File: src/rtl/ysyx_pkg.sv
// Shared types and defaults for the ysyx reorder buffer / commit stage.
package ysyx_pkg;

  localparam int XLEN     = 32;
  localparam int ROB_SIZE = 8;

  typedef struct packed {
    logic            valid;
    logic            done;
    logic [XLEN-1:0] pc;
    logic [XLEN-1:0] pnpc;
    logic [XLEN-1:0] npc;
    logic [31:0]     inst;
    logic            sys;
    logic            fence_i;
    logic            fence_time;
    logic            ebreak;
    logic            jen;
    logic            ben;
  } rob_entry_t;

endpackage

File: src/rtl/ysyx_rob_commit_if.sv
// Dispatch, completion and commit signals between the pipeline and the ROB.
// The slave modport is the ROB side; master is the pipeline/bench side.
interface ysyx_rob_commit_if #(
  parameter int XLEN  = 32,
  parameter int IDX_W = 3
);

  logic             disp_valid;
  logic             disp_ready;
  logic [XLEN-1:0]  disp_pc;
  logic [XLEN-1:0]  disp_pnpc;
  logic [31:0]      disp_inst;
  logic             disp_sys;
  logic             disp_fence_i;
  logic             disp_fence_time;
  logic             disp_ebreak;
  logic [IDX_W-1:0] disp_tag;

  logic             cmp_valid;
  logic [IDX_W-1:0] cmp_tag;
  logic [XLEN-1:0]  cmp_npc;
  logic             cmp_jen;
  logic             cmp_ben;

  logic             commit_valid;
  logic [XLEN-1:0]  commit_pc;
  logic [XLEN-1:0]  commit_npc;
  logic [31:0]      commit_inst;
  logic             commit_sys_retire;
  logic             commit_jen;
  logic             commit_ben;
  logic             commit_fence_time;
  logic             commit_fence_i;
  logic             commit_ebreak;
  logic             commit_flush_pipe;

  modport master (
    output disp_valid, disp_pc, disp_pnpc, disp_inst, disp_sys, disp_fence_i,
           disp_fence_time, disp_ebreak,
    output cmp_valid, cmp_tag, cmp_npc, cmp_jen, cmp_ben,
    input  disp_ready, disp_tag,
    input  commit_valid, commit_pc, commit_npc, commit_inst, commit_sys_retire,
           commit_jen, commit_ben, commit_fence_time, commit_fence_i,
           commit_ebreak, commit_flush_pipe
  );

  modport slave (
    input  disp_valid, disp_pc, disp_pnpc, disp_inst, disp_sys, disp_fence_i,
           disp_fence_time, disp_ebreak,
    input  cmp_valid, cmp_tag, cmp_npc, cmp_jen, cmp_ben,
    output disp_ready, disp_tag,
    output commit_valid, commit_pc, commit_npc, commit_inst, commit_sys_retire,
           commit_jen, commit_ben, commit_fence_time, commit_fence_i,
           commit_ebreak, commit_flush_pipe
  );

endinterface

File: src/rtl/ysyx_rob_commit.sv
// In-order reorder buffer and single-retire commit stage feeding the WBU.
// Optional YSYX_ROB_PERF_EN adds commit/flush performance counters.
module ysyx_rob_commit import ysyx_pkg::*; #(
  parameter  int XLEN     = ysyx_pkg::XLEN,
  parameter  int ROB_SIZE = ysyx_pkg::ROB_SIZE,
  localparam int IDX_W    = $clog2(ROB_SIZE)
) (
  input  logic                  clock,
  input  logic                  reset,
  ysyx_rob_commit_if.slave      bus,
  output logic [IDX_W:0]        occupancy
`ifdef YSYX_ROB_PERF_EN
  ,
  output logic [31:0]           perf_commit_cnt,
  output logic [31:0]           perf_flush_cnt
`endif
);

  localparam logic [IDX_W:0] FULL = (IDX_W+1)'(ROB_SIZE);

  rob_entry_t       rob [ROB_SIZE];
  logic [IDX_W-1:0] head;
  logic [IDX_W-1:0] tail;
  logic [IDX_W:0]   count;
  logic [IDX_W:0]   count_nxt;
  logic             flush_q;

  rob_entry_t       head_e;
  logic [XLEN-1:0]  head_npc;
  logic [XLEN-1:0]  head_pnpc;
  logic             commit_valid;
  logic             commit_flush;
  logic             do_disp;

  assign head_e    = rob[head];
  assign head_npc  = head_e.npc;
  assign head_pnpc = head_e.pnpc;

  // Reset suppresses retirement in its own cycle, even if the head is done.
  assign commit_valid = !reset && head_e.valid && head_e.done;
  assign commit_flush = commit_valid &&
                        ((head_npc != head_pnpc) || head_e.sys || head_e.fence_i);

  assign bus.disp_ready = (count != FULL) && !flush_q;
  assign bus.disp_tag   = tail;
  assign do_disp        = bus.disp_valid && bus.disp_ready;

  assign bus.commit_valid      = commit_valid;
  assign bus.commit_flush_pipe = commit_flush;
  assign bus.commit_pc         = commit_valid ? head_e.pc   : '0;
  assign bus.commit_npc        = commit_valid ? head_npc    : '0;
  assign bus.commit_inst       = commit_valid ? head_e.inst : '0;
  assign bus.commit_sys_retire = commit_valid && head_e.sys;
  assign bus.commit_jen        = commit_valid && head_e.jen;
  assign bus.commit_ben        = commit_valid && head_e.ben;
  assign bus.commit_fence_time = commit_valid && head_e.fence_time;
  assign bus.commit_fence_i    = commit_valid && head_e.fence_i;
  assign bus.commit_ebreak     = commit_valid && head_e.ebreak;

  assign occupancy = count;

  // NOTE: the default assignment first keeps this block free of inferred latches.
  always_comb begin
    count_nxt = count;
    case ({do_disp, commit_valid})
      2'b10:   count_nxt = count + 1'b1;
      2'b01:   count_nxt = count - 1'b1;
      default: count_nxt = count;
    endcase
  end

  // NOTE: only valid/done are reset; payload fields are qualified by valid and need no reset.
  always_ff @(posedge clock) begin
    if (reset) begin
      head    <= '0;
      tail    <= '0;
      count   <= '0;
      flush_q <= 1'b0;
      for (int i = 0; i < ROB_SIZE; i++) begin
        rob[i].valid <= 1'b0;
        rob[i].done  <= 1'b0;
      end
    end else begin
      flush_q <= commit_flush;
      if (commit_flush) begin
        // Everything younger than the redirecting head is discarded, incl. this cycle's dispatch.
        head  <= '0;
        tail  <= '0;
        count <= '0;
        for (int i = 0; i < ROB_SIZE; i++) begin
          rob[i].valid <= 1'b0;
          rob[i].done  <= 1'b0;
        end
      end else begin
        if (bus.cmp_valid && rob[bus.cmp_tag].valid) begin
          rob[bus.cmp_tag].done <= 1'b1;
          rob[bus.cmp_tag].npc  <= bus.cmp_npc;
          rob[bus.cmp_tag].jen  <= bus.cmp_jen;
          rob[bus.cmp_tag].ben  <= bus.cmp_ben;
        end
        if (commit_valid) begin
          rob[head].valid <= 1'b0;
          head            <= head + 1'b1;
        end
        if (do_disp) begin
          rob[tail] <= '{valid:      1'b1,
                         done:       1'b0,
                         pc:         bus.disp_pc,
                         pnpc:       bus.disp_pnpc,
                         npc:        '0,
                         inst:       bus.disp_inst,
                         sys:        bus.disp_sys,
                         fence_i:    bus.disp_fence_i,
                         fence_time: bus.disp_fence_time,
                         ebreak:     bus.disp_ebreak,
                         jen:        1'b0,
                         ben:        1'b0};
          tail <= tail + 1'b1;
        end
        count <= count_nxt;
      end
    end
  end

`ifdef YSYX_ROB_PERF_EN
  always_ff @(posedge clock) begin
    if (reset) begin
      perf_commit_cnt <= '0;
      perf_flush_cnt  <= '0;
    end else begin
      if (commit_valid) perf_commit_cnt <= perf_commit_cnt + 32'd1;
      if (commit_flush) perf_flush_cnt  <= perf_flush_cnt + 32'd1;
    end
  end
`endif

endmodule
File: src/flat_wrapper.sv
// flat-port wrapper written by rule: the top's interface ports become plain ports
module ysyx_rob_commit_flat import ysyx_pkg::*;
#(
  parameter  int XLEN     = ysyx_pkg::XLEN,
  parameter  int ROB_SIZE = ysyx_pkg::ROB_SIZE,
  localparam int IDX_W    = $clog2(ROB_SIZE)
)
  (clock, reset, occupancy, bus_disp_valid, bus_disp_pc, bus_disp_pnpc, bus_disp_inst, bus_disp_sys, bus_disp_fence_i, bus_disp_fence_time, bus_disp_ebreak, bus_cmp_valid, bus_cmp_tag, bus_cmp_npc, bus_cmp_jen, bus_cmp_ben, bus_disp_ready, bus_disp_tag, bus_commit_valid, bus_commit_pc, bus_commit_npc, bus_commit_inst, bus_commit_sys_retire, bus_commit_jen, bus_commit_ben, bus_commit_fence_time, bus_commit_fence_i, bus_commit_ebreak, bus_commit_flush_pipe);
  ysyx_rob_commit_if #(.XLEN(XLEN)) bus_i ();
  input  logic clock;
  input  logic reset;
  output logic [IDX_W:0] occupancy;
  input wire logic [$bits(bus_i.disp_valid)-1:0] bus_disp_valid;
  input wire logic [$bits(bus_i.disp_pc)-1:0] bus_disp_pc;
  input wire logic [$bits(bus_i.disp_pnpc)-1:0] bus_disp_pnpc;
  input wire logic [$bits(bus_i.disp_inst)-1:0] bus_disp_inst;
  input wire logic [$bits(bus_i.disp_sys)-1:0] bus_disp_sys;
  input wire logic [$bits(bus_i.disp_fence_i)-1:0] bus_disp_fence_i;
  input wire logic [$bits(bus_i.disp_fence_time)-1:0] bus_disp_fence_time;
  input wire logic [$bits(bus_i.disp_ebreak)-1:0] bus_disp_ebreak;
  input wire logic [$bits(bus_i.cmp_valid)-1:0] bus_cmp_valid;
  input wire logic [$bits(bus_i.cmp_tag)-1:0] bus_cmp_tag;
  input wire logic [$bits(bus_i.cmp_npc)-1:0] bus_cmp_npc;
  input wire logic [$bits(bus_i.cmp_jen)-1:0] bus_cmp_jen;
  input wire logic [$bits(bus_i.cmp_ben)-1:0] bus_cmp_ben;
  output wire logic [$bits(bus_i.disp_ready)-1:0] bus_disp_ready;
  output wire logic [$bits(bus_i.disp_tag)-1:0] bus_disp_tag;
  output wire logic [$bits(bus_i.commit_valid)-1:0] bus_commit_valid;
  output wire logic [$bits(bus_i.commit_pc)-1:0] bus_commit_pc;
  output wire logic [$bits(bus_i.commit_npc)-1:0] bus_commit_npc;
  output wire logic [$bits(bus_i.commit_inst)-1:0] bus_commit_inst;
  output wire logic [$bits(bus_i.commit_sys_retire)-1:0] bus_commit_sys_retire;
  output wire logic [$bits(bus_i.commit_jen)-1:0] bus_commit_jen;
  output wire logic [$bits(bus_i.commit_ben)-1:0] bus_commit_ben;
  output wire logic [$bits(bus_i.commit_fence_time)-1:0] bus_commit_fence_time;
  output wire logic [$bits(bus_i.commit_fence_i)-1:0] bus_commit_fence_i;
  output wire logic [$bits(bus_i.commit_ebreak)-1:0] bus_commit_ebreak;
  output wire logic [$bits(bus_i.commit_flush_pipe)-1:0] bus_commit_flush_pipe;
  assign bus_i.disp_valid = bus_disp_valid;
  assign bus_i.disp_pc = bus_disp_pc;
  assign bus_i.disp_pnpc = bus_disp_pnpc;
  assign bus_i.disp_inst = bus_disp_inst;
  assign bus_i.disp_sys = bus_disp_sys;
  assign bus_i.disp_fence_i = bus_disp_fence_i;
  assign bus_i.disp_fence_time = bus_disp_fence_time;
  assign bus_i.disp_ebreak = bus_disp_ebreak;
  assign bus_i.cmp_valid = bus_cmp_valid;
  assign bus_i.cmp_tag = bus_cmp_tag;
  assign bus_i.cmp_npc = bus_cmp_npc;
  assign bus_i.cmp_jen = bus_cmp_jen;
  assign bus_i.cmp_ben = bus_cmp_ben;
  assign bus_disp_ready = bus_i.disp_ready;
  assign bus_disp_tag = bus_i.disp_tag;
  assign bus_commit_valid = bus_i.commit_valid;
  assign bus_commit_pc = bus_i.commit_pc;
  assign bus_commit_npc = bus_i.commit_npc;
  assign bus_commit_inst = bus_i.commit_inst;
  assign bus_commit_sys_retire = bus_i.commit_sys_retire;
  assign bus_commit_jen = bus_i.commit_jen;
  assign bus_commit_ben = bus_i.commit_ben;
  assign bus_commit_fence_time = bus_i.commit_fence_time;
  assign bus_commit_fence_i = bus_i.commit_fence_i;
  assign bus_commit_ebreak = bus_i.commit_ebreak;
  assign bus_commit_flush_pipe = bus_i.commit_flush_pipe;
  ysyx_rob_commit #(.XLEN(XLEN), .ROB_SIZE(ROB_SIZE)) u_core (.clock(clock), .reset(reset), .bus(bus_i), .occupancy(occupancy));
endmodule
File: config.mk
export PLATFORM = sky130hd
export DESIGN_NAME = ysyx_rob_commit_flat
export DESIGN_NICKNAME = d
export VERILOG_FILES = /design/src/rtl/ysyx_pkg.sv /design/src/rtl/ysyx_rob_commit_if.sv /design/src/rtl/ysyx_rob_commit.sv /design/src/flat_wrapper.sv
export SDC_FILE = /design/constraint.sdc
export NUM_CORES = 2
export LEC_CHECK = 0
export ABC_AREA = 1
export ABC_CLOCK_PERIOD_IN_PS = 18450
export CORE_MARGIN = 5
export CORE_UTILIZATION = 50
export DETAILED_ROUTE_END_ITERATION = 6
export GPL_TIMING_DRIVEN = 0
export PLACE_DENSITY = 0.77
export SLEW_MARGIN = 20
export SYNTH_ARGS = -nofsm -noshare
export SYNTH_HDL_FRONTEND = slang
export SYNTH_SLANG_ARGS = --single-unit
File: constraint.sdc
create_clock -name clock -period 18.45 [get_ports clock]
set_input_delay 1.845 -clock clock [delete_from_list [all_inputs] [get_ports clock]]
set_output_delay 1.845 -clock clock [all_outputs]
set_load 0.05 [all_outputs]
Word level (Yosys, flattened, before mapping)
Memory sizes are Yosys's and may differ from the RTL's. A register that Yosys moved wholly into a read port is not among the register bits.
Cells that the tools add are included.
{ "op_classes": {"n_eq_ne": 4, "add_sub_neg": 4, "n_reduce_logical": 21, "bitwise_logic": 16, "muxes": 48} }
{ "ops": {"columns": ["op", "n"], "rows": [
  ["$mux 136", 3],
  ["$reduce_or 136->1", 3],
  ["$mux 32", 3],
  ["$mux 1", 33],
  ["$ne 32x32->1", 1],
  ["$mux 3", 7],
  ["$or 1x1->1", 16],
  ["$logic_and 1x1->1", 12],
  ["$pmux 4 s2", 1],
  ["$add 3x1->3 const B", 2],
  ["$add 4x1->4 const B", 1],
  ["$mux 4", 1],
  ["$ne 4x4->1 const B", 1],
  ["$sub 4x1->4 const B", 1],
  ["$eq 2x1->1 const B", 1],
  ["$eq 2x2->1 const B", 1],
  ["$logic_not 1->1", 2],
  ["$logic_or 1x1->1", 2],
  ["$reduce_bool 2->1", 1],
  ["$reduce_or 2->1", 1]
]} }
{ "word_totals": {"out_inout_bits": 112, "ramBits": 1088, "wordCells": 98, "regBits": 11, "mem_count": 1, "input_bits": 141} }
{ "memory_table": {"columns": ["memory", "depth", "word_bits", "read_ports", "rd_clocked_by_memory_dff", "wr", "line", "rtl"], "rows": [
  ["u_core.rob", 8, 136, 2, 1, 8, "ysyx_rob_commit.sv:21", "rob_entry_t rob [ROB_SIZE];"]
]} }

Logic depth before layout (Yosys ltp)
{ "depth": {"depth_word": 9, "depth_mapped": 25, "ltp_nobuf": 21} }

Worst setup path before layout
Ideal clock, no wire load.
{ "synth_timing": {"path_type": "register to register", "startpoint": "register u_core.count[1] (netlist: u_core.occupancy[1])", "endpoint": "memory u_core.rob[0][100] (netlist name) (enable)", "slack_ps": 8110, "setup_ps": 683, "stages_incl_launch_ff": 7, "arrival_ps": 9656, "cell_sequence": "dfxtp_1 inv_1 a31oi_1 nand2_1 nor2_1 inv_1 nor3_1"} }
{ "synth_rtl": {"columns": ["element", "line", "rtl"], "rows": [
  ["start, declared", "ysyx_rob_commit.sv:24", "logic [IDX_W:0] count;"],
  ["start signal, assigned", "ysyx_rob_commit.sv:120", "count <= count_nxt;"],
  ["end, declared", "ysyx_rob_commit.sv:21", null]
]} }

==> summary.md <==
| Metric | Value |
|---|---|
| Register Area | 0.0301 mm^2 |
| Hold Violations, Final | 0 |
| CTS tree | built |
| Hold path cells | 2 |
| Initial Util | 50.3% |
| Worst Path Arrival | 6.44 ns |
| Max-cap violations | 0 |
| Met3 wire len | 31.3 mm |
| CTS buffer count | 114 |
| Share of layout cells above drive strength 1 | 7.52% |
| Status | finished, violations left |
| Post-route DRC | 1 |
| Initial DRC Count | 7700 |
| Height of the die | 332 um |
| GRT Resource Usage Total | 38.0% |
| Congestion Overflow GR | 0 |
| Vias in the first global route | 45100 |
| Worst Path Buf+Inv | 8 |
| First-pass GRT wire length | 306 mm |
| Vias/cell | 5.91 |
| Top Metal Used | met5 |
| Post-CTS Setup Bufs | 0 |
| R2R cell count | 20 |
| Critical Path RT | 16.60 ns |
| Drt first pass iters | 7 |
| YS warnings | 0 |
| Placed cells | 7916 |
| Slew headroom | 7.95% |
| Power Density | 92.7 mW/mm^2 |
| Final WL | 218 mm |
| Largest net degree at the start of global routing | 24 |
| Fmax | 0.121 GHz |
| Layout Nets | 6799 |
| Cell Rows | 118 |
| Failing checks | design-rule violations |
| Tmin final | 8.28 ns |
| Mapped Nets | 6364 |
| Most common cell after layout, fill and taps aside | nand2_1 |
| CTS root buffer | clkbuf_16 |
| Final GP Congestion | 1.04 |
| Final HPWL DP | 151 mm |
| Worst hold path class | reg2reg |
| Worst-path clk slew | 0.06 ns |
| CP Max Fanout | 10 |
| Non-filler cells in the finished layout | 8145 |
| Core area | 0.103 mm^2 |
| Mapped Cells | 6217 |
| Initial antenna violation count | 12 |
| Leakage | 27.4 nW |
| Sequential area share after synthesis | 57.9% |
| RSZ-0062 raised after global routing | no |
| CP endpoint kind | output pin |
| CP startpoint kind | flop |
| ANT nets after route | 0 |
| Period utilization | 44.9% |
| Total Neg Setup Slack | 0 ns |
| Delay of the slowest critical-path stage | 0.87 ns |
| PortBufs | 217 |
| Post-detailed-route wirelength per cell | 26.8 um |
| Worst-margin pin slew | 1.38 ns |
| Crit Path Category | reg2out |
| Family with the most delay on the worst path | buffers and inverters |
| Post-CTS Hold Buffers | 0 |
| Synth cell types | 42 |
| Metal2 WL | 93.8 mm |
| Final setup viols | 0 |
| Post-synthesis instance area | 0.0519 mm^2 |
| Cell depth of the worst setup path | 13 |
| H-tree depth | 3 |
| Clock skew | 0.0635 ns |
| Commonest cells after routing, fill and taps aside | 1640 x nand2_1, 1607 x nor2_1, 800 x edfxtp_1 |
| Multi-input logic area | 0.0177 mm^2 |
| Critical path's slowest cell | clkdlybuf4s50_1 |
| Layout area overhead | 17.1% |
| Maximum root-to-sink buffer count | 3 |
| IO Pins | 253 |
| #FFs+latches synth | 1102 |
| Die footprint | 0.110 mm^2 |
| Die Span X | 332 um |
| CTS resizes | 0 |
| CP Cell Sequence | buf_4 > inv_4 > buf_4 > buf_2 > buf_2 > nand3_1 > nand3_1 > nand2_1 > nand2_1 > clkbuf_2 > clkbuf_1 > nor2_1 > clkdlybuf4s50_1 |
| Clock sink count | 1102 |
| Mean Syn Cell Area | 8.35 um^2 |
| VDD IR-drop max | 0.0789 mV |
| # fillers | 9000 |
| Slew Limit Fails | 0 |
| DR vias | 48100 |
| Worst-Skew Late Latency | 0.76 ns |
| Met1 Routed Length | 73.3 mm |
-- path summary, 6_finish.rpt --
check / startpoint / end / slack [ns]
worst min-delay path: u_core.rob[0][134]$_SDFF_PP0_ / u_core.rob[0][134]$_SDFF_PP0_ / 0.49
worst max register to register: flop / u_core.rob[1][86]$_DFFE_PP_ / 11.76
worst max-delay path: flop / bus_commit_fence_i / 10.17
worst min register to register: u_core.rob[0][134]$_SDFF_PP0_ / u_core.rob[0][134]$_SDFF_PP0_ / 0.49
-- Yosys cell counts, drive strengths merged --
cell type     n  area [um^2]
o211ai       37          278
buf         196         1250
a211oi       69          518
xor2          1         8.76
fa            1         20.0
a22oi        66          495
xnor2         2         17.5
nand3b        5         37.5
clkinv        1         3.75
inv         541         2030
clkbuf      237          921
ha            5         62.6
a32o         66          661
or2           1         6.26
nor3         12         60.1
a22o          1         8.76
dfxtp       302         6050
nand3       253         1270
a31oi         1         6.26
a41oi         1         8.76
a21oi       235         1180
edfxtp      800        24000
nor2       1611         6090
o21ai       107          536
nor3b         1         7.51
nand2      1648         6230
nand4        16          159
a221oi        1         8.76
-- cell type report --
cell class,count,share of cell area [%]
repair buffers,319,5.23
clock buffers,152,5.19
flip-flops and latches,1102,49.4
plain buffers,433,3.60
well taps,1380,2.84
clock inverters,65,1.24
multi-input cells,4140,29.1
inverters,542,3.35
diodes,12,0.0494
-- state kept, by name (all words and copies together) (netlist names), named ones only --
| name | cells |
|---|---|
| u_core.flush_q | 1 |
| u_core.occupancy | 4 |
| u_core.bus.disp_tag | 3 |
| u_core.head | 3 |
| u_core.rob | 1088 |
-- kinds of logic (layout without fill, tap and decap cells) --
kind of cell / count (synthesis) / after routing / synth area share, %
AND/OR/NAND/NOR: 3547 / 3547 / 26.7
flip-flops: 1102 / 1102 / 57.9
buffers and inverters: 975 / 1511 / 8.11
AO/OA/AOI/OAI: 584 / 584 / 7.12
adder cells (fa/ha/maj): 6 / 6 / 0.159
XOR/XNOR: 3 / 3 / 0.0506
other: 0 / 12 / 0
-- metal layers --
| metal | vias up | global-route usage (%) |
|---|---|---|
| li1 | 20800 | - |
| met5 | - | 0 |
| met2 | 4042 | 58.0 |
| met3 | 1044 | 11.7 |
| met1 | 22300 | 46.5 |
| met4 | 10 | 25.9 |
-- through the flow --
| stage | hold slack (ns) | cell area, um^2 | power [mW] | utilization, % | worst slack (ns) |
|---|---|---|---|---|---|
| after floorplan | 0.459 | 51900 | 3.10 | - | 8.11 |
| after global placement | 0.472 | 55800 | 3.22 | 54.0 | 0.0842 |
| after detailed placement | 0.482 | 56900 | 3.24 | 55.1 | 10.95 |
| after CTS | 0.491 | 60800 | 5.60 | 58.8 | 10.49 |
| after global routing | 0.512 | 60800 | 5.77 | 58.8 | 10.37 |
| final | 0.489 | 60800 | 5.64 | 58.9 | 10.17 |
-- power breakdown --
| group | internal [mW] | switching (mW) | leakage (nW) |
|---|---|---|---|
| clock network | 1.39 | 1.05 | 1.88 |
| registers | 2.76 | 0.0394 | 8.51 |
| logic | 0.132 | 0.276 | 17.1 |
-- worst min-delay path, stage by stage (launching register included) --
cell and delay (ns):
dfxtp_1 0.31, nand3_1 0.07, a21oi_1 0.06
No activity file was read; power rests on OpenSTA's default activity.
